==> src/rtl/piso_stream_tx.sv <==
// piso_stream_tx
// Parallel-in/serial-out transmitter for the SPI datapath. A DATA_W-bit word
// is accepted over a valid/ready handshake and shifted out one bit every
// CLK_DIV clocks. The bit order (MSB or LSB first) is chosen per word.
//
// Optional feature: define PISO_STREAM_PARITY_EN to append an even-parity bit
// (XOR of the word) after the last data bit.
//
// Ports:
//   clock        system clock, rising edge
//   n_reset      asynchronous active-low reset
//   parallel_in  word to transmit, sampled on accept
//   in_valid     parallel_in is valid
//   in_ready     block can accept a word (IDLE only)
//   msb_first    bit order for the word being accepted (1 = MSB first)
//   abort        synchronous cancel of the word in flight
//   serial_out   registered serial data, IDLE_LEVEL when idle
//   bit_strobe   one-clock pulse on the first clock of every bit period
//   busy         high while a word (or its parity bit) is being sent
//   done         one-clock pulse after a word completes without abort
module piso_stream_tx #(
  parameter int   DATA_W     = 8,
  parameter int   CLK_DIV    = 4,
  parameter logic IDLE_LEVEL = 1'b0
) (
  input  logic              clock,
  input  logic              n_reset,
  input  logic [DATA_W-1:0] parallel_in,
  input  logic              in_valid,
  output logic              in_ready,
  input  logic              msb_first,
  input  logic              abort,
  output logic              serial_out,
  output logic              bit_strobe,
  output logic              busy,
  output logic              done
);

  localparam int CNT_W = $clog2(DATA_W);
  localparam int DIV_W = (CLK_DIV > 1) ? $clog2(CLK_DIV) : 1;
  localparam logic [CNT_W-1:0] LAST_BIT = CNT_W'(DATA_W - 1);
  localparam logic [DIV_W-1:0] DIV_LAST = DIV_W'(CLK_DIV - 1);

  typedef enum logic [1:0] {
    IDLE  = 2'd0,
    SHIFT = 2'd1
`ifdef PISO_STREAM_PARITY_EN
    , PARITY = 2'd2
`endif
  } state_t;

  state_t            state, next_state;
  logic [DATA_W-1:0] shift_reg, next_shift, shifted;
  logic              msb_reg, next_msb;
  logic [CNT_W-1:0]  bit_cnt, next_cnt;
  logic [DIV_W-1:0]  div_cnt, next_div;
  logic              serial_q, next_serial;
  logic              strobe_q, next_strobe;
  logic              done_q, next_done;
`ifdef PISO_STREAM_PARITY_EN
  logic              parity_q, next_parity;
`endif

  // State and datapath registers; all outputs except busy/in_ready come
  // straight from flops so the pin driver sees glitch-free levels.
  always_ff @(posedge clock or negedge n_reset) begin
    if (!n_reset) begin
      state     <= IDLE;
      shift_reg <= '0;
      msb_reg   <= 1'b0;
      bit_cnt   <= '0;
      div_cnt   <= '0;
      serial_q  <= IDLE_LEVEL;
      strobe_q  <= 1'b0;
      done_q    <= 1'b0;
`ifdef PISO_STREAM_PARITY_EN
      parity_q  <= 1'b0;
`endif
    end else begin
      state     <= next_state;
      shift_reg <= next_shift;
      msb_reg   <= next_msb;
      bit_cnt   <= next_cnt;
      div_cnt   <= next_div;
      serial_q  <= next_serial;
      strobe_q  <= next_strobe;
      done_q    <= next_done;
`ifdef PISO_STREAM_PARITY_EN
      parity_q  <= next_parity;
`endif
    end
  end

  // Next-state and next-output logic. The shift register moves toward the
  // end being transmitted, so the next bit is always at the same end.
  always_comb begin
    next_state  = state;
    next_shift  = shift_reg;
    next_msb    = msb_reg;
    next_cnt    = bit_cnt;
    next_div    = div_cnt;
    next_serial = serial_q;
    next_strobe = 1'b0;
    next_done   = 1'b0;
`ifdef PISO_STREAM_PARITY_EN
    next_parity = parity_q;
`endif
    shifted = msb_reg ? {shift_reg[DATA_W-2:0], 1'b0}
                      : {1'b0, shift_reg[DATA_W-1:1]};

    case (state)
      IDLE: begin
        next_serial = IDLE_LEVEL;
        // abort takes priority over a simultaneous accept
        if (in_valid && !abort) begin
          next_state  = SHIFT;
          next_shift  = parallel_in;
          next_msb    = msb_first;
          next_cnt    = '0;
          next_div    = '0;
          next_serial = msb_first ? parallel_in[DATA_W-1] : parallel_in[0];
          next_strobe = 1'b1;
`ifdef PISO_STREAM_PARITY_EN
          next_parity = ^parallel_in;
`endif
        end
      end

      SHIFT: begin
        if (abort) begin
          next_state  = IDLE;
          next_shift  = '0;
          next_cnt    = '0;
          next_div    = '0;
          next_serial = IDLE_LEVEL;
        end else if (div_cnt == DIV_LAST) begin
          next_div = '0;
          if (bit_cnt == LAST_BIT) begin
            next_cnt   = '0;
            next_shift = '0;
`ifdef PISO_STREAM_PARITY_EN
            next_state  = PARITY;
            next_serial = parity_q;
            next_strobe = 1'b1;
`else
            next_state  = IDLE;
            next_serial = IDLE_LEVEL;
            next_done   = 1'b1;
`endif
          end else begin
            next_cnt    = bit_cnt + 1'b1;
            next_shift  = shifted;
            next_serial = msb_reg ? shifted[DATA_W-1] : shifted[0];
            next_strobe = 1'b1;
          end
        end else begin
          next_div = div_cnt + 1'b1;
        end
      end

`ifdef PISO_STREAM_PARITY_EN
      PARITY: begin
        if (abort) begin
          next_state  = IDLE;
          next_div    = '0;
          next_serial = IDLE_LEVEL;
        end else if (div_cnt == DIV_LAST) begin
          next_state  = IDLE;
          next_div    = '0;
          next_serial = IDLE_LEVEL;
          next_done   = 1'b1;
        end else begin
          next_div = div_cnt + 1'b1;
        end
      end
`endif

      default: begin
        next_state  = IDLE;
        next_shift  = '0;
        next_cnt    = '0;
        next_div    = '0;
        next_serial = IDLE_LEVEL;
      end
    endcase
  end

  assign in_ready   = (state == IDLE);
  assign busy       = (state != IDLE);
  assign serial_out = serial_q;
  assign bit_strobe = strobe_q;
  assign done       = done_q;

endmodule

==> config.mk <==
export PLATFORM = sky130hd
export DESIGN_NAME = piso_stream_tx
export DESIGN_NICKNAME = d
export VERILOG_FILES = /design/src/rtl/piso_stream_tx.sv
export SDC_FILE = /design/constraint.sdc
export NUM_CORES = 1
export LEC_CHECK = 0
export ABC_AREA = 1
export CAP_MARGIN = 5
export CORE_MARGIN = 4
export CORE_UTILIZATION = 40
export DETAILED_ROUTE_END_ITERATION = 10
export HOLD_SLACK_MARGIN = 0.12
export PLACE_DENSITY_LB_ADDON = 0.2
export REMOVE_ABC_BUFFERS = 1
export SLEW_MARGIN = 40
export SYNTH_ARGS = -nofsm -noshare
export SYNTH_HDL_FRONTEND = slang
export SYNTH_SLANG_ARGS = --single-unit
==> constraint.sdc <==
create_clock -name clock -period 1.8 [get_ports clock]
set_clock_uncertainty 0.15 [all_clocks]
set_input_delay 0.45 -clock clock [delete_from_list [all_inputs] [get_ports clock]]
set_output_delay 0.45 -clock clock [all_outputs]
set_load 0.005 [all_outputs]
==> key figures, run 1 <==
Setup path
  • Worst endpoint required time: 1.20 ns
  • Capture point of the critical path: bit_strobe
  • Worst Path Arrival: 1.15 ns
  • Bufs and invs on worst path: 1
  • Worst path max stage delay: 0.50 ns
  • Crit path max-delay family: buffers and inverters
  • Reg2reg path depth: 8
  • Launch point of the worst reg-to-reg path: state[0]
  • FF-to-FF setup slack: ~0.21 ns
  • Critical path peak fanout: 1
  • CP Class: flip-flop to output port
  • Crit path capture type: output port
  • Slowest cell on the critical path: clkdlybuf4s50_1
  • Critical Path Source: bit_strobe
  • R2R Path End: bit_cnt[2]
  • Worst path cell trace: clkdlybuf4s50_1
  • Number of gates on the worst path with buffers counted: 1
  • Startpoint type of the worst setup path: flip-flop

GRT
  • Largest net degree at the start of global routing: 19
  • Global Route Usage Sum: 0.154
  • First-pass GRT wire length: 3970 um
  • Initial antenna violation count: 0
  • Total gr overflow: 0
  • Vias in the first global route: a little over 900

STA
  • Hold Fails Final Rpt: 0
  • Final setup vio count: 0
  • Final critical-path required period: ~1.8 ns
  • Tightest Pin Transition: around 0.4 ns
  • Worst slew margin: 0.727
  • Slew Limit Fails: 0
  • RSZ-0062 raised after global routing: no
  • Final worst setup slack: 0.0496 ns
  • Highest clock rate: 571 MHz
  • Period utilisation layout: 0.972

CTS
  • Hold Buf Count CTS: 0
  • Cts bufs inserted: 3
  • TritonCTS clock tree: done
  • Clock Tree Buf Depth: 2
  • Clk slew on worst S/H paths: 0.11 ns
  • Root Buffer: clkbuf_4
  • Clk_lat worst skew: roughly 0.3 ns
  • Total clock sinks: 18
  • H-tree depth: 1

Detailed routing
  • Post-route DRC violation count: 0
  • Vias/cell: 4.72
  • Drt initial violations: 20
  • Mean routed wirelength per cell: 11.9 um
  • Via count of the routed design: 920
  • DRT Pass-1 Iters: 5
  • ANT nets after route: 0
  • Routed wire length: around 2300 um

Synth
  • Mapped Cells: around 140
  • Yosys reg bits: 18
  • Synth unique cells: 19
  • Mean area per synthesized cell: 7.27 um^2
  • Cell area after synthesis: 1000 um^2
  • Register area share after synthesis: 0.449
  • Yosys warning total: 0

Layout
  • Final nets: 185
  • FF/Latch Area: between 400 and 500 um^2
  • Share of cells above drive strength 1: 0.150
  • Largest register FFs: 8
  • Area delta synth->final: 30.5%
  • N_diodes: 0
  • Fillers: 241
  • Commonest non-fill, non-tap cells in the layout: nand2_1 (65), dfrtp_1 (17), clkdlybuf4s50_1 (14)
  • Total area of multi-input combinational cells: around 480 um^2
  • Most common cell after layout, fill and taps aside: nand2_1

Flow run
  • Max cap viols: 0

Placement
  • Pre-CTS setup slack: -0.0939 ns
  • Final RePlAce weighted congestion: between 0.8 and 0.9
  • HPWL Detailed: 1690 um
  • IO buf count: 17

Die
  • Area of the core: ~2300 um^2
  • Die width: 58.1 um
  • Row count: 17
  • Die Area: 3370 um^2
  • Starting Density: 0.437
  • Die Ht: 58.1 um
  • Io pins: 18

Power
  • Overall Power: around 1700 uW
  • IR drop worst, VDD: approximately 0.00078 V
  • PwrDens: about 1300 nW/um^2
  • Lkg Pwr: 0.000733 uW

Outcome
  • Status: complete, no violations

Min path
  • Hold/Removal Path Class: primary input to asynchronous set/reset pin
[metrics by stage]
| stage | cell area, um^2 | hold WS [ns] | utilization | std cells | TNS, ns |
|---|---|---|---|---|---|
| after floorplan | 987 | 0.00441 | - | 136 | 0 |
| after global placement | 1240 | 0.311 | 0.539 | 187 | -0.135 |
| after detailed placement | 1240 | 0.327 | 0.539 | 187 | -0.652 |
| after CTS | 1300 | 0.311 | 0.564 | 194 | 0 |
| after global routing | 1310 | 0.330 | 0.570 | 195 | 0 |
| final | 1310 | 0.308 | 0.570 | 195 | 0 |
[cell type report]
class	instances	share of cell area
clock buffers	4	0.0277
inverters	16	0.0468
multi-input cells	102	0.363
flip-flops and latches	18	0.345
well taps	28	0.0267
repair buffers	27	0.191
[cell families after synthesis]
group	synth area share
flops	0.449
compound gates	0.0835
buf+inv	0.0773
fa+ha+maj	0.0499
simple gates	0.340
[worst register-to-register path, delay by kind of cell (launching register included)]
kind	cells	cell delay, ns
and+or+nand+nor	4	0.47
DFF	1	0.43
buffers and inverters	3	0.39
AOI/OAI and AO/OA	1	0.06
[repair_timing]
| action | CTS | global route |
|---|---|---|
| endpoints found under the setup margin | 2 | 3 |
| pin swaps | 0 | 0 |
| buffers inserted | 3 | 1 |
| gates resized for setup | 2 | 3 |
[layer usage]
metal	vias up	GRT usage	part of all wire	wire [um]
met5	-	0	0	0
met4	0	0.0861	0.023	53
met3	5	0.0245	0.043	99
met2	18	0.226	0.44	1020
met1	420	0.215	0.50	1150
li1	477	-	-	-
[cells in the mapped netlist, drive strengths merged]
library cell / count / area share
a22o: 1 / 0.0087
o31ai: 1 / 0.0075
a21oi: 1 / 0.0050
nor2: 12 / 0.052
ha: 4 / 0.050
nand3: 3 / 0.015
dfrtp: 18 / 0.45
buf: 2 / 0.016
inv: 15 / 0.056
o21ai: 11 / 0.062
nand2: 69 / 0.27
clkinv: 1 / 0.0050
[how the worst min path moves through the flow]
stage | from | end
finish | n_reset | bit_cnt[0]
global placement | div_cnt[0] | div_cnt[0]
CTS | n_reset | bit_cnt[1]
detailed placement | div_cnt[0] | div_cnt[0]
floorplan | n_reset | bit_cnt[0]
global route | n_reset | bit_cnt[0]
[where the power goes]
group / switching [uW] / internal, uW
clock: 135 / 124
sequential: 126 / 540
combinational: 404 / 325
total: 664 / 989
No activity file was read; power rests on OpenSTA's default activity.
==> run 2: changes to the inputs <==
--- a/config.mk
+++ b/config.mk
@@ -10,6 +10,7 @@
 export CORE_MARGIN = 4
 export CORE_UTILIZATION = 40
 export DETAILED_ROUTE_END_ITERATION = 10
+export GPL_TIMING_DRIVEN = 0
 export HOLD_SLACK_MARGIN = 0.12
 export PLACE_DENSITY_LB_ADDON = 0.2
 export REMOVE_ABC_BUFFERS = 1
==> run 2 against run 1 <==
Clock power shrank 3%; critical path type unchanged; non-clock buffer count shrank 6; sequential share of layout area grew 1.3 points; largest cell class unchanged; power shrank 4.7%; combinational power shrank 9.1%; sequential cell count is the same.
==> key figures, run 2 (same netlist as run 1, synthesis figures left out) <==
Outcome
  • Status: complete, no violations

Placement
  • Dpl cells: 181 (-3.2%)
  • Final RePlAce weighted congestion: 0.797 (-1.9%)
  • IO buf count: 17 (unchanged)
  • HPWL Detailed: 1520 um (-10%)

Setup path
  • FF-to-FF setup slack: 0.14 ns (-0.07 ns)
  • Startpoint type of the worst setup path: flip-flop
  • Worst endpoint required time: 1.20 ns (about the same)
  • Critical path peak fanout: 1 (unchanged)
  • Bufs and invs on worst path: 1 (unchanged)
  • R2R Path End: bit_cnt[0]
  • Worst Path Arrival: 1.13 ns (-0.02 ns)
  • Worst path cell trace: clkdlybuf4s50_1
  • Launch point of the worst reg-to-reg path: state[0]
  • Crit path capture type: output port
  • Reg2reg path depth: 8 (unchanged)
  • Slowest cell on the critical path: clkdlybuf4s50_1
  • Critical Path Source: bit_strobe
  • CP Class: flip-flop to output port
  • Worst path max stage delay: 0.50 ns (about the same)
  • Crit path max-delay family: buffers and inverters

Detailed routing
  • Via count of the routed design: 874 (-5.0%)
  • Mean routed wirelength per cell: 11.3 um (-5.5%)
  • Drt initial violations: 21 (+5.0%)
  • Routed wire length: 2130 um (-8.4%)
  • Post-route DRC violation count: 0 (unchanged)
  • ANT nets after route: 0 (unchanged)
  • DRT Pass-1 Iters: 4 (-1)
  • Vias/cell: 4.62 (-2.0%)

Layout
  • Final nets: 179 (-3.2%)
  • Share of cells above drive strength 1: 0.118 (-0.0317)
  • Most common cell after layout, fill and taps aside: nand2_1
  • Final cell count without fillers: 189 (-3.1%)
  • N_diodes: 0 (unchanged)
  • Commonest non-fill, non-tap cells in the layout: nand2_1 (65), dfrtp_1 (17), inv_1 (13), clkdlybuf4s50_1 (13), nor2_1 (11)
  • Largest register FFs: 8 (unchanged)
  • Fin util: 0.550 (-0.0202)
  • Area delta synth->final: 25.9%

Die
  • Io pins: 18 (unchanged)
  • Starting Density: 0.437 (unchanged)
  • Die Ht: 58.1 um (unchanged)
  • Die width: 58.1 um (unchanged)
  • Row count: 17 (unchanged)
  • Area of the core: 2300 um^2 (unchanged)
  • Die Area: 3370 um^2 (unchanged)

CTS
  • Total clock sinks: 18 (unchanged)
  • TritonCTS clock tree: done
  • Cts bufs inserted: 3 (unchanged)
  • Clk slew on worst S/H paths: 0.10 ns (about the same)
  • Clk_lat worst skew: 0.29 ns (about the same)
  • Clock Tree Buf Depth: 2 (unchanged)
  • H-tree depth: 1 (unchanged)
  • Root Buffer: clkbuf_4

STA
  • Final critical-path required period: 1.73 ns (-0.0181 ns)
  • Hold Fails Final Rpt: 0 (unchanged)
  • Period utilisation layout: 0.962 (-0.0100)
  • Highest clock rate: 577 MHz (+1.0%)
  • RSZ-0062 raised after global routing: no
  • Final setup vio count: 0 (unchanged)
  • Worst slew margin: 0.731 (+0.00366)
  • Tightest Pin Transition: 0.404 ns (-0.00549 ns)
  • Slew Limit Fails: 0 (unchanged)
  • Hold WS: 0.337 ns (+0.0292 ns)

Min path
  • Hold/Removal Path Class: flip-flop to flip-flop
  • Worst hold stages: 1
  • Worst hold start: div_cnt[0]
  • Hold Path Sink: div_cnt[0]

GRT
  • Total gr overflow: 0 (unchanged)
  • Initial antenna violation count: 0 (unchanged)
  • Vias in the first global route: 872 (-5.9%)
  • Global Route Usage Sum: 0.139 (-0.0155)
  • First-pass GRT wire length: 3640 um (-8.3%)
  • Largest net degree at the start of global routing: 19 (unchanged)

Power
  • Lkg Pwr: 0.000704 uW (-3.9%)
  • Overall Power: 1580 uW (-4.7%)
  • PwrDens: 1250 nW/um^2 (-1.2%)
  • IR drop worst, VDD: 0.000764 V (-1.5%)

Flow run
  • Max cap viols: 0 (unchanged)
[run 2: cell types whose count changed in the layout (fill, tap and decap cells not counted)]
cell             delta
clkdlybuf4s15_1     -1
inv_2               -1
buf_2               +1
buf_4               -7
dlygate4sd2_1       +1
inv_4               +1
dlygate4sd3_1       +1
clkdlybuf4s50_1     -1
[run 2: where the power goes]
group | internal, uW | switching (uW) | leakage [uW]
clock | 123 | 126 | 0.0000210
combinational | 278 | 385 | 0.000450
sequential | 540 | 122 | 0.000233
[run 2: layout make-up]
cell class | count | area [um^2]
timing repair buffer | 21 | 201
fill | 226 | 1030
multi-input combinational | 102 | 475
clock buffer | 4 | 36.3
inverter | 16 | 63.8
sequential | 18 | 452
tap | 28 | 35.0
[run 2: worst max-delay path by stage]
| stage | slack [ns] | endpoint | depth (start not counted) |
|---|---|---|---|
| 2_1_floorplan | 0.39 | shift_reg[1] | 7 |
| 3_3_place_gp | -0.14 | bit_cnt[2] | 8 |
| 3_5_place_dp | -0.17 | bit_cnt[0] | 8 |
| 4_1_cts | 0.02 | busy | 1 |
| 5_1_grt | 0.002 | shift_reg[3] | 7 |
| 6_report | 0.07 | bit_strobe | 1 |
[run 2: per-layer routing]
layer / wire length, um / track usage / part of all wire
met1: 1070 / 0.178 / 0.50
met2: 949 / 0.227 / 0.45
met3: 96 / 0.0267 / 0.045
met4: 12 / 0.0563 / 0.0056
met5: 0 / 0 / 0
[run 2: repair_timing]
item,CTS,global route
setup buffers,3,0
endpoints found under the hold margin,0,18
hold buffers,0,1
gates resized for setup,3,2
endpoints found under the setup margin,2,2
[run 2: metrics by stage]
step           TNS [ns]  setup WS, ns  instance area, um^2
2_1_floorplan         0         0.389                  987
5_1_grt               0       0.00223                 1260
4_1_cts               0        0.0161                 1250
6_report              0        0.0677                 1260
3_3_place_gp      -1.24        -0.142                 1190
3_5_place_dp      -1.47        -0.174                 1190
==> run 3: changes to the inputs <==
==> constraint.sdc (replaced) <==
create_clock -name clock -period 1.63 [get_ports clock]
set_clock_uncertainty 0.15 [all_clocks]
set_input_delay 0.4075 -clock clock [delete_from_list [all_inputs] [get_ports clock]]
set_output_delay 0.4075 -clock clock [all_outputs]
set_load 0.005 [all_outputs]
==> run 3 against run 2 <==
Sequential share of layout area decreased by 0.25 points; setup slack got worse by 0.0088 ns; first-iteration DRC count decreased by 9.5%; largest cell class unchanged; highest routed layer unchanged.
==> key figures, run 3 (same netlist as run 1, synthesis figures left out) <==
Outcome
  • Status: complete, no violations

Power
  • IR drop worst, VDD: 0.000839 V (+9.9%)
  • Overall Power: 1750 uW (+11%)
  • Lkg Pwr: 0.000701 uW (-0.47%)
  • PwrDens: 1380 nW/um^2 (+10%)

Detailed routing
  • ANT nets after route: 0 (unchanged)
  • Routed wire length: 2150 um (+1.2%)
  • Drt initial violations: 19 (-9.5%)
  • Via count of the routed design: 880 (+0.69%)
  • Mean routed wirelength per cell: 11.4 um (+1.2%)
  • Vias/cell: 4.66 (+0.69%)
  • DRT Pass-1 Iters: 4 (unchanged)
  • Post-route DRC violation count: 0 (unchanged)

Setup path
  • Worst path cell trace: clkdlybuf4s50_1 -> inv_1 -> nand2_4 -> clkinv_2 -> nand2_4 -> nand2_4 -> nand2_1 -> o31ai_1
  • CP Class: primary input to flip-flop
  • Worst path max stage delay: 0.50 ns (about the same)
  • Slowest cell on the critical path: clkdlybuf4s50_1
  • Startpoint type of the worst setup path: primary input
  • Crit path capture type: flip-flop
  • Critical path peak fanout: 12 (+11)
  • CP dominant cell by count: nand2_4
  • Worst endpoint required time: 1.66 ns (+0.46 ns)
  • Worst Path Arrival: 1.60 ns (+0.47 ns)

STA
  • Period utilisation layout: 0.964
  • Tightest Pin Transition: 0.404 ns (+0.000268 ns)
  • Worst slew margin: 0.731 (about the same)
  • Final setup vio count: 0 (unchanged)
  • Slew Limit Fails: 0 (unchanged)
  • Hold Fails Final Rpt: 0 (unchanged)
  • RSZ-0062 raised after global routing: no
  • Final critical-path required period: roughly 1.6 ns
  • Highest clock rate: roughly 640 MHz

GRT
  • First-pass GRT wire length: 3720 um (+2.1%)
  • Largest net degree at the start of global routing: 19 (unchanged)
  • Global Route Usage Sum: 0.142 (+0.00325)
  • Initial antenna violation count: 0 (unchanged)
  • Total gr overflow: 0 (unchanged)
  • Vias in the first global route: 872 (unchanged)

Die
  • Die Ht: 58.1 um (unchanged)
  • Die Area: 3370 um^2 (unchanged)
  • Starting Density: 0.437 (unchanged)
  • Area of the core: 2300 um^2 (unchanged)
  • Io pins: 18 (unchanged)
  • Die width: 58.1 um (unchanged)
  • Row count: 17 (unchanged)

CTS
  • Root Buffer: clkbuf_4
  • Clock Tree Buf Depth: 2 (unchanged)
  • Clk slew on worst S/H paths: 0.10 ns (about the same)
  • Clk_lat worst skew: 0.29 ns (about the same)
  • Cts bufs inserted: 3 (unchanged)
  • Total clock sinks: 18 (unchanged)
  • H-tree depth: 1 (unchanged)
  • TritonCTS clock tree: done

Layout
  • Final nets: 179 (unchanged)
  • Most common cell after layout, fill and taps aside: nand2_1
  • Commonest non-fill, non-tap cells in the layout: nand2_1 (65), dfrtp_1 (17), inv_1 (13)
  • N_diodes: 0 (unchanged)
  • Final Cell Area: 1270 um^2 (+0.69%)
  • Share of cells above drive strength 1: 0.143 (+0.0248)
  • Final cell count without fillers: 189 (unchanged)
  • Area delta synth->final: 26.8%
  • Largest register FFs: 8 (unchanged)

Placement
  • Dpl cells: 181 (unchanged)
  • IO buf count: 17 (unchanged)
  • Final RePlAce weighted congestion: 0.797 (unchanged)
  • HPWL Detailed: 1520 um (unchanged)
  • Placed instance area: 1190 um^2 (unchanged)

Min path
  • Hold/Removal Path Class: flip-flop to flip-flop

Flow run
  • Max cap viols: 0 (unchanged)
-- run 3: changes by cell type in the layout (fill, tap and decap cells not counted), sizes merged --
cell,before,now
dlygate4sd2,1,4
clkdlybuf4s50,13,11
dlymetal6s2s,2,0
clkbuf,4,5
-- run 3: power breakdown --
group	total, uW	switching, uW	internal, uW
sequential	731	135	597
combinational	745	442	303
clock	275	139	136
-- run 3: per-layer routing --
layer	global-route usage	vias up	part of all wire
met3	0.0267	2	0.048
li1	-	467	-
met1	0.184	390	0.49
met5	0	-	0
met4	0.0563	0	0.0056
met2	0.232	21	0.46
-- run 3: final timing paths --
path | cells after the start | slack, ns | endpoint | from
max in group asynchronous | 2 | 0.61 | state[0] | n_reset
worst min register to register | 1 | 0.34 | div_cnt[0] | div_cnt[0]
worst max register to register | 8 | 0.06 | bit_cnt[0] | state[0]
min in group asynchronous | 2 | 0.42 | shift_reg[4] | n_reset
worst max-delay path | 8 | 0.06 | bit_cnt[0] | abort
worst min-delay path | 1 | 0.34 | div_cnt[0] | div_cnt[0]
-- run 3: per-stage QoR --
step                      setup WS [ns]  TNS [ns]   util  hold slack, ns
after floorplan                   0.219         0      -         -0.0381
after global placement           -0.270     -3.07  0.519           0.311
after detailed placement         -0.301     -3.65  0.519           0.324
after CTS                       -0.0284   -0.0284  0.547           0.344
after global routing            0.00533         0  0.554           0.379
final                            0.0589         0  0.554           0.337
-- run 3: timing repair --
action / CTS / global route
hold buffers: 0 / 1
hold endpoints to repair: 0 / 18
setup endpoints to repair: 10 / 12
pin swaps: 0 / 0
buffers inserted: 3 / 0
gates resized for setup: 10 / 5
-- run 3: cell type report --
type	count	area, um^2
well taps	28	35.0
fillers	226	1020
flip-flops and latches	18	452
clock buffers	4	36.3
multi-input cells	102	498
inverters	16	63.8
repair buffers	21	188
-- run 3: worst max-delay path: cells and delay by family --
family | cells | cell delay [ns]
buffers and inverters | 3 | 0.70
AND/OR/NAND/NOR | 4 | 0.43
AO/OA/AOI/OAI | 1 | 0.07
